$ cat src/rtl/muldiv_unit_pkg.sv
// ----------------------------------------------------------------------------
// muldiv_unit_pkg
// Shared definitions for the multiply/divide unit: ALU op codes understood by
// the unit, the fixed issue-to-done latency, and an op decoder that splits an
// op code into the control bits the datapath needs.
// ----------------------------------------------------------------------------
package muldiv_unit_pkg;

    localparam logic [5:0] ALU_OP_MUL  = 6'h18;
    localparam logic [5:0] ALU_OP_MULU = 6'h19;
    localparam logic [5:0] ALU_OP_MUH  = 6'h1A;
    localparam logic [5:0] ALU_OP_MUHU = 6'h1B;
    localparam logic [5:0] ALU_OP_DIV  = 6'h1C;
    localparam logic [5:0] ALU_OP_DIVU = 6'h1D;
    localparam logic [5:0] ALU_OP_MOD  = 6'h1E;
    localparam logic [5:0] ALU_OP_MODU = 6'h1F;

    // Cycles from the accepting clock edge to the edge that raises done.
    localparam int MDU_LATENCY = 34;

    // sel_hi picks the upper half of the shared register at the end:
    // product[63:32] for multiplies, the remainder for divides.
    typedef struct packed {
        logic valid;
        logic is_div;
        logic is_signed;
        logic sel_hi;
    } op_info_t;

    function automatic op_info_t decode_op(input logic [5:0] op);
        op_info_t info;
        info = '0;
        case (op)
            ALU_OP_MUL:  info = '{valid: 1'b1, is_div: 1'b0, is_signed: 1'b1, sel_hi: 1'b0};
            ALU_OP_MULU: info = '{valid: 1'b1, is_div: 1'b0, is_signed: 1'b0, sel_hi: 1'b0};
            ALU_OP_MUH:  info = '{valid: 1'b1, is_div: 1'b0, is_signed: 1'b1, sel_hi: 1'b1};
            ALU_OP_MUHU: info = '{valid: 1'b1, is_div: 1'b0, is_signed: 1'b0, sel_hi: 1'b1};
            ALU_OP_DIV:  info = '{valid: 1'b1, is_div: 1'b1, is_signed: 1'b1, sel_hi: 1'b0};
            ALU_OP_DIVU: info = '{valid: 1'b1, is_div: 1'b1, is_signed: 1'b0, sel_hi: 1'b0};
            ALU_OP_MOD:  info = '{valid: 1'b1, is_div: 1'b1, is_signed: 1'b1, sel_hi: 1'b1};
            ALU_OP_MODU: info = '{valid: 1'b1, is_div: 1'b1, is_signed: 1'b0, sel_hi: 1'b1};
            default:     info = '0;
        endcase
        return info;
    endfunction

endpackage

$ cat src/rtl/muldiv_unit.sv
// ----------------------------------------------------------------------------
// muldiv_unit
// Iterative 32-bit multiply/divide unit. One bit per cycle: radix-2 shift-add
// multiply and restoring divide, both on operand magnitudes, sharing a 64-bit
// shift register and one 33-bit adder/subtractor. Signs are fixed up in a
// single cycle at the end. Fixed latency of MDU_LATENCY cycles.
//
// Ports
//   clk          rising-edge clock
//   rst_n        asynchronous active-low reset
//   start        request, accepted only when idle
//   op           ALU_OP_* code, sampled on acceptance
//   a, b         operands (multiplicand/dividend, multiplier/divisor)
//   flush        synchronous abort of the in-flight operation
//   busy         high from the cycle after acceptance until done
//   done         one-cycle result-valid pulse
//   result       selected 32-bit result, held until the next completion
//   div_by_zero  divide-class op with b == 0, valid with done and held
// ----------------------------------------------------------------------------
module muldiv_unit
    import muldiv_unit_pkg::*;
(
    input  logic        clk,
    input  logic        rst_n,
    input  logic        start,
    input  logic [5:0]  op,
    input  logic [31:0] a,
    input  logic [31:0] b,
    input  logic        flush,
    output logic        busy,
    output logic        done,
    output logic [31:0] result,
    output logic        div_by_zero
);

    typedef enum logic [1:0] {
        S_IDLE,
        S_CALC,
        S_FIX,
        S_DONE
    } state_t;

    // FIX and DONE each take one cycle; the rest of the latency is CALC.
    localparam int CALC_STEPS = MDU_LATENCY - 2;
    localparam logic [4:0] LAST_STEP = 5'(CALC_STEPS - 1);

    state_t      state;
    logic [4:0]  step_cnt;
    logic [63:0] acc;        // mul: {partial product, multiplier}; div: {remainder, dividend/quotient}
    logic [31:0] opb;        // mul: multiplicand magnitude; div: divisor magnitude
    logic        is_div_q;
    logic        sel_hi_q;
    logic        neg_q;
    logic        dbz_q;

    // ---------------------------------------------------------------- decode
    op_info_t    dec;
    logic        a_neg;
    logic        b_neg;
    logic        b_zero;
    logic [31:0] mag_a;
    logic [31:0] mag_b;
    logic        neg_next;

    always_comb begin
        // NOTE: every always_comb output gets a default first so no path can
        // leave it unassigned and infer a latch.
        neg_next = 1'b0;
        dec      = decode_op(op);
        a_neg    = dec.is_signed & a[31];
        b_neg    = dec.is_signed & b[31];
        b_zero   = (b == 32'd0);
        mag_a    = a_neg ? 32'(-a) : a;
        mag_b    = b_neg ? 32'(-b) : b;
        if (dec.is_signed) begin
            if (!dec.is_div)
                neg_next = a[31] ^ b[31];
            else if (dec.sel_hi)
                neg_next = a[31];
            else
                // Divide by zero returns all-ones for the quotient regardless
                // of operand signs, so it must not be negated.
                neg_next = (a[31] ^ b[31]) & ~b_zero;
        end
    end

    // ------------------------------------------------------- shared adder
    // Multiply adds the multiplicand to the upper half. Divide subtracts the
    // divisor from the shifted 33-bit partial remainder as x + ~y + 1, so the
    // carry out of bit 33 means "no borrow" (trial subtraction succeeded).
    logic [32:0] add_x;
    logic [32:0] add_y;
    logic        add_cin;
    logic [33:0] add_sum;
    logic [63:0] acc_step;

    always_comb begin
        if (is_div_q) begin
            add_x   = acc[63:31];
            add_y   = ~{1'b0, opb};
            add_cin = 1'b1;
        end else begin
            add_x   = {1'b0, acc[63:32]};
            add_y   = {1'b0, opb};
            add_cin = 1'b0;
        end
        add_sum = {1'b0, add_x} + {1'b0, add_y} + {33'd0, add_cin};

        if (is_div_q)
            acc_step = add_sum[33] ? {add_sum[31:0], acc[30:0], 1'b1}
                                   : {acc[62:0], 1'b0};
        else
            acc_step = acc[0] ? {add_sum[32:0], acc[31:1]}
                              : {1'b0, acc[63:1]};
    end

    // ------------------------------------------------------------ sign fix
    // A negative product is negated as a full 64-bit value so the high word
    // picks up the borrow out of the low word; quotient and remainder carry
    // independent signs and are negated on their own.
    logic [63:0] prod_neg;
    logic [31:0] part;
    logic [31:0] fix_val;

    always_comb begin
        prod_neg = 64'(-acc);
        part     = sel_hi_q ? acc[63:32] : acc[31:0];
        if (!neg_q)
            fix_val = part;
        else if (is_div_q)
            fix_val = 32'(-part);
        else
            fix_val = sel_hi_q ? prod_neg[63:32] : prod_neg[31:0];
    end

    // ----------------------------------------------------------------- FSM
    // NOTE: state is updated only with non-blocking assignments so every
    // register samples the pre-edge values of the others.
    always_ff @(posedge clk or negedge rst_n) begin
        if (!rst_n) begin
            // NOTE: the datapath registers are reset too, so nothing from an
            // aborted operation survives a reset.
            state       <= S_IDLE;
            step_cnt    <= '0;
            acc         <= '0;
            opb         <= '0;
            is_div_q    <= 1'b0;
            sel_hi_q    <= 1'b0;
            neg_q       <= 1'b0;
            dbz_q       <= 1'b0;
            busy        <= 1'b0;
            done        <= 1'b0;
            result      <= '0;
            div_by_zero <= 1'b0;
        end else if (flush) begin
            // Abort wins over everything, including a same-cycle start;
            // result and div_by_zero keep the last completed values.
            state <= S_IDLE;
            busy  <= 1'b0;
            done  <= 1'b0;
        end else begin
            done <= 1'b0;
            case (state)
                S_IDLE: begin
                    // The done cycle is spent in IDLE, so a start seen while
                    // done is high is refused until the following cycle.
                    if (start && dec.valid && !done) begin
                        state    <= S_CALC;
                        busy     <= 1'b1;
                        step_cnt <= '0;
                        is_div_q <= dec.is_div;
                        sel_hi_q <= dec.sel_hi;
                        neg_q    <= neg_next;
                        dbz_q    <= dec.is_div & b_zero;
                        if (dec.is_div) begin
                            acc <= {32'd0, mag_a};
                            opb <= mag_b;
                        end else begin
                            acc <= {32'd0, mag_b};
                            opb <= mag_a;
                        end
                    end
                end
                S_CALC: begin
                    acc      <= acc_step;
                    step_cnt <= step_cnt + 5'd1;
                    if (step_cnt == LAST_STEP)
                        state <= S_FIX;
                end
                S_FIX: begin
                    // Park the signed result in the low word until publish.
                    acc[31:0] <= fix_val;
                    state     <= S_DONE;
                end
                S_DONE: begin
                    result      <= acc[31:0];
                    div_by_zero <= dbz_q;
                    done        <= 1'b1;
                    busy        <= 1'b0;
                    state       <= S_IDLE;
                end
                default: state <= S_IDLE;
            endcase
        end
    end

endmodule

$ cat config.mk
export PLATFORM = sky130hd
export DESIGN_NAME = muldiv_unit
export DESIGN_NICKNAME = d
export VERILOG_FILES = /design/src/rtl/muldiv_unit_pkg.sv /design/src/rtl/muldiv_unit.sv
export SDC_FILE = /design/constraint.sdc
export NUM_CORES = 1
export LEC_CHECK = 0
export BUFFER_PORTS_ARGS = -buffer_cell sky130_fd_sc_hd__buf_2
export CORE_MARGIN = 3
export CORE_UTILIZATION = 57
export DETAILED_ROUTE_END_ITERATION = 12
export PLACE_DENSITY = 0.83
export SLEW_MARGIN = 20
export SYNTH_ARGS = -nofsm -noshare
export SYNTH_HDL_FRONTEND = slang
export SYNTH_SLANG_ARGS = --single-unit
export TNS_END_PERCENT = 10
$ cat constraint.sdc
create_clock -name clk -period 4.75 [get_ports clk]
set_input_delay 0.2375 -clock clk [delete_from_list [all_inputs] [get_ports clk]]
set_output_delay 0.2375 -clock clk [all_outputs]
set_load 0.02 [all_outputs]
==> results.md, run 1 <==
* Status: finished, final reports clean
* Largest net degree at the start of global routing at 91
* Synth Flop Type: dfrtp_1
* Power density cells at 529 mW/mm²
* Grt ovf at 0
* Io pins at 109
* Most common cell in the netlist: nand2_1
* RSZ-0062 raised after global routing: false
* Fin cells at 2,294
* CTS Buffer Depth at 2
* Synth top area cells: dfrtp_1 (24%), mux2_2 (7.3%), xor2_1 (6.0%)
* Sw Ratio at 0.503
* Hold path startpoint: flush
* Port bufs at 108
* Post-Place Cells at 2,261
* Crit path arrival time at 4.64 ns
* Vias per cell at 6.82
* Routed Wire Length at 53,000 µm
* Peak supply drop at 337 µV
* Die Area at 0.0281 mm²
* Post-route ant nets at 0
* HP Class: input port to register
* Crit. Startpoint: is_div_q$_DFFE_PN0P_
* Initial core utilization at 0.585
* Dpl hpwl at 39,100 µm
* Routed via count at 15,600
* Setup CP Type: register to register
* Global-route wire length before repair at 82,200 µm
* Yosys top cell area share at 0.238
* R2r startpoint: is_div_q$_DFFE_PN0P_
* Mapped Cells at 1,940
* N_diodes at 0
* Mapped Area at 0.0149 mm²
* WL per Instance at 23.1 µm
* Worst-Skew Late Latency at 0.44 ns
* Slew headroom at 0.386
* Async SR Flop Fraction at 1.00
* Clock transition at path regs at 0.07 ns
* Fin. Hold Viols at 0
* Total CTS buffers at 17
* TritonCTS Sinks at 142
* Final period utilization at 0.908
* Crit-path max FO at 35
* Placer Congestion at 1.00
* Setup violations, final at 0
* Clock skew at 0.0118 ns
* Leak Pwr at 7.01 nW
* Clk network pwr share at 0.157
* Max Cap Violations at 0
* H-tree depth at 4
* Die Wd at 168 µm
* Unique masters post-synth at 80
* Core footprint at 0.0255 mm²
* Syn avg cell area at 7.68 µm²
* Synthesized flop and latch total at 142
* Fin. max-slew vios at 0
* Worst path required time at 5.08 ns
* Cts repair resizes at 0
* Worst slew pin tran at 0.911 ns
* Register area share after synthesis at 0.238
* Yosys warning count at 0
* Vias in the first global route at 14,500
* Finished Core Util at 0.635
* Gate power share at 0.554
* Cell taking the most area after synthesis: dfrtp_1
* Critical Path Sink Type: register
* CTS tree: built
* Switching power of the nets at 0.00430 W
* Fillcell total at 2,232
* Die height at 168 µm
* Cell Int Power at 0.00425 W
* Row cnt at 58
* Setup TNS at 0 ns
* Achievable Freq at 0.232 GHz
* All-Layer GR Usage at 0.366
* Root buffer cell: clkbuf_16
* Layout area overhead at 8.54%
* Flop pwr share at 0.289
* DRC at 0
* Syn nets at 2,056
* Iter 0 DRT Violations at 2,066
* Total Nets Final at 2,067
* Commonest cells post-synth: nand2_1 (206), nor2_1 (188), a21oi_1 (153), o21ai_0 (152), dfrtp_1 (142)
* Post-route cell area at 0.0162 mm²
* DRT Pass-1 Iters at 6
* Crit path time final at 4.31 ns
* EDFF count, synth at 0
* Dpl cell area at 0.0156 mm²
* Initial antenna violation count at 1
* CP Launch Type: register
* Share of layout cells above drive strength 1 at 0.165
## through the flow
step | setup slack [ns] | power (W) | hold WS (ns)
after floorplan | 0.0360 | 0.00564 | -0.0581
after global placement | 0.724 | 0.00694 | 0.366
after detailed placement | 0.588 | 0.00704 | 0.373
after CTS | 0.555 | 0.00839 | 0.0109
after global routing | 0.243 | 0.00904 | 0.0257
final | 0.438 | 0.00856 | 0.0195
## layout by cell type, fill, tap and decap left out, types with 48 or more instances in the layout
master / Yosys / routed
nand2_1: 206 / 206
nor2_1: 188 / 188
o21ai_0: 152 / 152
a21oi_1: 153 / 152
dfrtp_1: 142 / 140
buf_2: 7 / 107
xor2_1: 102 / 102
mux2_2: 96 / 96
mux2i_1: 75 / 75
xnor2_1: 71 / 71
nor3_1: 54 / 54
buf_4: 4 / 48
## worst paths after layout
path                       slack [ns]  depth (start not counted)                      to
max                              0.44                         10      acc[0]$_DFFE_PN0P_
min                              0.02                          2    state[0]$_DFFE_PN0P_
max reg2reg                      0.44                         10      acc[0]$_DFFE_PN0P_
min reg2reg                      0.48                          2   result[0]$_DFFE_PN0P_
max in group asynchronous        3.12                          3     opb[17]$_DFFE_PN0P_
min in group asynchronous        0.43                          2  result[11]$_DFFE_PN0P_
## repair_timing
item / in CTS / in global routing
buffers inserted: 0 / 0
endpoints found under the setup margin: 0 / 0
hold buffers: 1 / 0
hold endpoints to repair: 89 / 0
## cell type report
| type | instances | area [µm²] | share of cell area |
|---|---|---|---|
| inverters | 30 | 113 | 0.00696 |
| clock buffers | 18 | 439 | 0.0272 |
| well taps | 330 | 413 | 0.0255 |
| flip-flops and latches | 142 | 3560 | 0.220 |
| clock inverters | 14 | 134 | 0.00828 |
| multi-input cells | 1602 | 10600 | 0.654 |
| repair buffers | 158 | 937 | 0.0579 |
## sequential cells by signal, indices dropped and copies added (netlist names)
name	count
acc	64
opb	32
result	32
step_cnt	5
state	2
busy	1
dbz_q	1
div_by_zero	1
done	1
is_div_q	1
neg_q	1
sel_hi_q	1
## cells by family after synthesis
kind of cell               Yosys count  synth area share
and+or+nand+nor                    654             0.213
buffers and inverters              196            0.0526
adders and majority gates           42            0.0358
DFF                                142             0.238
AOI/OAI and AO/OA                  562             0.236
xor gates and xnor gates           173             0.102
muxes                              171             0.123
## worst max-delay path, cell delays in order (launching register included)
cell and delay [ns]:
dfrtp_4 0.73, buf_4 0.47, mux2_2 0.39, ha_1 0.47, nand2_1 0.08, or3_1 0.38
o311ai_2 0.46, a21oi_2 0.13, nand2_1 0.60, o211ai_1 0.18, a221oi_1 0.27
## metal layers
layer  track usage  wire length [µm]  up-vias
met4         0.184              2960        2
met3        0.0885              6220      216
met5             0                17        -
met1         0.493             21100     7348
met2         0.548             22700     1013
li1              -                 -     7058
## power by group through the flow
stage | combinational [W] | clock [W] | sequential, W
finish | 0.00474 | 0.00134 | 0.00248
global route | 0.00513 | 0.00140 | 0.00252
CTS | 0.00462 | 0.00134 | 0.00243
detailed placement | 0.00459 | 0 | 0.00245
global placement | 0.00449 | 0 | 0.00245
floorplan | 0.00366 | 0 | 0.00199
(Power assumes the default switching activity.)
==> run 2, diff against run 1 <==
--- a/config.mk
+++ b/config.mk
@@ -5,6 +5,7 @@
 export SDC_FILE = /design/constraint.sdc
 export NUM_CORES = 1
 export LEC_CHECK = 0
+export ABC_CLOCK_PERIOD_IN_PS = 3950
 export BUFFER_PORTS_ARGS = -buffer_cell sky130_fd_sc_hd__buf_2
 export CORE_MARGIN = 3
 export CORE_UTILIZATION = 57
==> constraint.sdc (replaced) <==
create_clock -name clk -period 3.95 [get_ports clk]
set_input_delay 0.1975 -clock clk [delete_from_list [all_inputs] [get_ports clk]]
set_output_delay 0.1975 -clock clk [all_outputs]
set_load 0.02 [all_outputs]
==> results.md, run 2 (same netlist as run 1, synthesis figures left out) <==
* Status: finished, final reports clean
* Die Area at 0.0281 mm²
* Largest Register: acc
* Clock skew at 0.0151 ns
* Clock transition at path regs at 0.06 ns
* Hold path startpoint: b[31]
* HP Class: input port to register
* TritonCTS Sinks at 142
* Die Wd at 168 µm
* Final period utilization at 0.965
* RSZ-0062 raised after global routing: true
* Setup violations, final at 0
* Leak Pwr at 7.33 nW
* Iter 0 DRT Violations at 1,983
* Io pins at 109
* Multi-input gate area at 0.0106 mm²
* DRC at 0
* Max Cap Violations at 0
* Port bufs at 108
* Crit. Startpoint: is_div_q$_DFFE_PN0P_
* Achievable Freq at 0.262 GHz
* Biggest regs: acc x64, opb x32, result x32
* Routed Wire Length at 53,700 µm
* Die height at 168 µm
* Setup TNS at 0 ns
* Fin. max-slew vios at 0
* Dpl hpwl at 40,300 µm
* Slew headroom at 0.0909
* Vias in the first global route at 14,900
* Layout area overhead at 12.0%
* All-Layer GR Usage at 0.372
* Critical-path top delay cell: dfrtp_4
* Initial antenna violation count at 2
* Routed via count at 15,900
* Global-route wire length before repair at 83,800 µm
* Post-route cell area at 0.0167 mm²
* Crit-path max FO at 17
* Setup CP Type: register to register
* Root buffer cell: clkbuf_16
* Critical-path cell list: buf_4 > nand3b_1 > and2_1 > inv_1 > fa_1 > nor2b_1 > o31a_1 > o21ai_0 > a2111oi_2 > buf_4 > a21oi_2 > o31ai_1 > xnor2_1 > a211oi_1 > o22ai_1
* CTS Buffer Depth at 2
* Sequential Area at 0.00356 mm²
* Initial core utilization at 0.585
* WL per Instance at 22.9 µm
* Post-route ant nets at 0
* Core footprint at 0.0255 mm²
* Share of layout cells above drive strength 1 at 0.189
* Peak supply drop at 366 µV
* Placer Congestion at 1.02
* Total CTS buffers at 17
* CTS tree: built
* Worst-Skew Late Latency at 0.44 ns
* Crit path largest cell delay at 0.61 ns
* Largest net degree at the start of global routing at 81
* Crit path time final at 3.81 ns
* H-tree depth at 4
* Commonest non-fill, non-tap cell in the layout: nand2_1
* R2r startpoint: is_div_q$_DFFE_PN0P_
* Fillcell total at 2,139
* N_diodes at 0
* DRT Pass-1 Iters at 6
* Worst path required time at 4.26 ns
* Power density cells at 643 mW/mm²
* Crit path buf inv count at 3
* Most frequent cells in the layout: nand2_1 (204), nor2_1 (188), o21ai_0 (152)
* CP Launch Type: register
* Dpl cell area at 0.0160 mm²
* Grt ovf at 0
* Critical Path Sink Type: register
* Worst slew pin tran at 1.33 ns
* CP dominant cell by count: buf_4
* Max reg flops at 64
* Fin. Hold Viols at 0
* Vias per cell at 6.78
* Crit path arrival time at 4.12 ns
* Total Nets Final at 2,118
* Top delay family on crit path: compound AO/OA/AOI/OAI gates
* Row cnt at 58
==> run 2: changes by cell type in the layout (fill, tap and decap cells not counted), sizes merged <==
cell / previous run / this run
buf: 157 / 207
bufinv: 1 / 4
clkbuf: 18 / 20
clkinv: 5 / 4
clkinvlp: 5 / 2
dlygate4sd3: 1 / 2
inv: 33 / 32
==> run 2: cell type report <==
type | instances | area share
tap | 330 | 0.0247
clock inverter | 12 | 0.0110
inverter | 30 | 0.00674
clock buffer | 20 | 0.0268
multi-input combinational | 1602 | 0.636
timing repair buffer | 209 | 0.0817
sequential | 142 | 0.213
==> run 2: where the power goes <==
group | internal, W | total (W) | switching [W]
Clock | 0.00108 | 0.00180 | 0.000720
Sequential | 0.00197 | 0.00284 | 0.000875
Combinational | 0.00245 | 0.00610 | 0.00365
Total | 0.00549 | 0.0107 | 0.00525
==> run 2: layer usage <==
layer	up-vias	global-route usage	wire (µm)
met4	2	0.193	3120
li1	7167	-	-
met5	-	0	19
met1	7512	0.482	21000
met2	1000	0.571	23400
met3	212	0.0977	6170
==> run 2: metrics by stage <==
| stage | total power (W) | setup WS (ns) | instances | utilization | hold WS [ns] |
|---|---|---|---|---|---|
| 3_3_place_gp | 0.00855 | 0.113 | 2310 | 0.628 | 0.231 |
| 3_5_place_dp | 0.00867 | 0.0324 | 2310 | 0.628 | 0.234 |
| 2_1_floorplan | 0.00680 | -0.0620 | 1940 | - | -0.0981 |
| 6_report | 0.0107 | 0.137 | 2345 | 0.655 | 0.0638 |
| 5_1_grt | 0.0113 | -0.0723 | 2345 | 0.655 | 0.0594 |
| 4_1_cts | 0.0105 | 0.0839 | 2344 | 0.654 | 0.0435 |
==> run 2: repair_timing <==
| item | in CTS | in global routing |
|---|---|---|
| setup buffers | 0 | 1 |
| endpoints found under the setup margin | 1 | 30 |
| resized for setup | 1 | 6 |
| hold buffers | 2 | 0 |
| endpoints found under the hold margin | 63 | 0 |
| pin swaps | 0 | 1 |
==> run 2: worst reg2reg max path, stage by stage (launching register included) <==
cell       delay (ns)
dfrtp_4          0.61
buf_4            0.22
nand3b_1         0.13
and2_1           0.16
inv_1            0.06
fa_1             0.42
nor2b_1          0.22
o31a_1           0.19
o21ai_0          0.14
a2111oi_2        0.38
buf_4            0.19
a21oi_2          0.10
o31ai_1          0.39
xnor2_1          0.15
a211oi_1         0.24
o22ai_1          0.11
==> run 2: final timing paths <==
kind,end,cells past startpoint,slack [ns]
worst max-delay path,acc[61]$_DFFE_PN0P_,15,0.14
worst min-delay path,dbz_q$_DFFE_PN0P_,2,0.06
worst max register to register,acc[61]$_DFFE_PN0P_,15,0.14
worst min register to register,result[0]$_DFFE_PN0P_,2,0.47
max in group asynchronous,opb[18]$_DFFE_PN0P_,3,2.77
min in group asynchronous,acc[11]$_DFFE_PN0P_,2,0.32
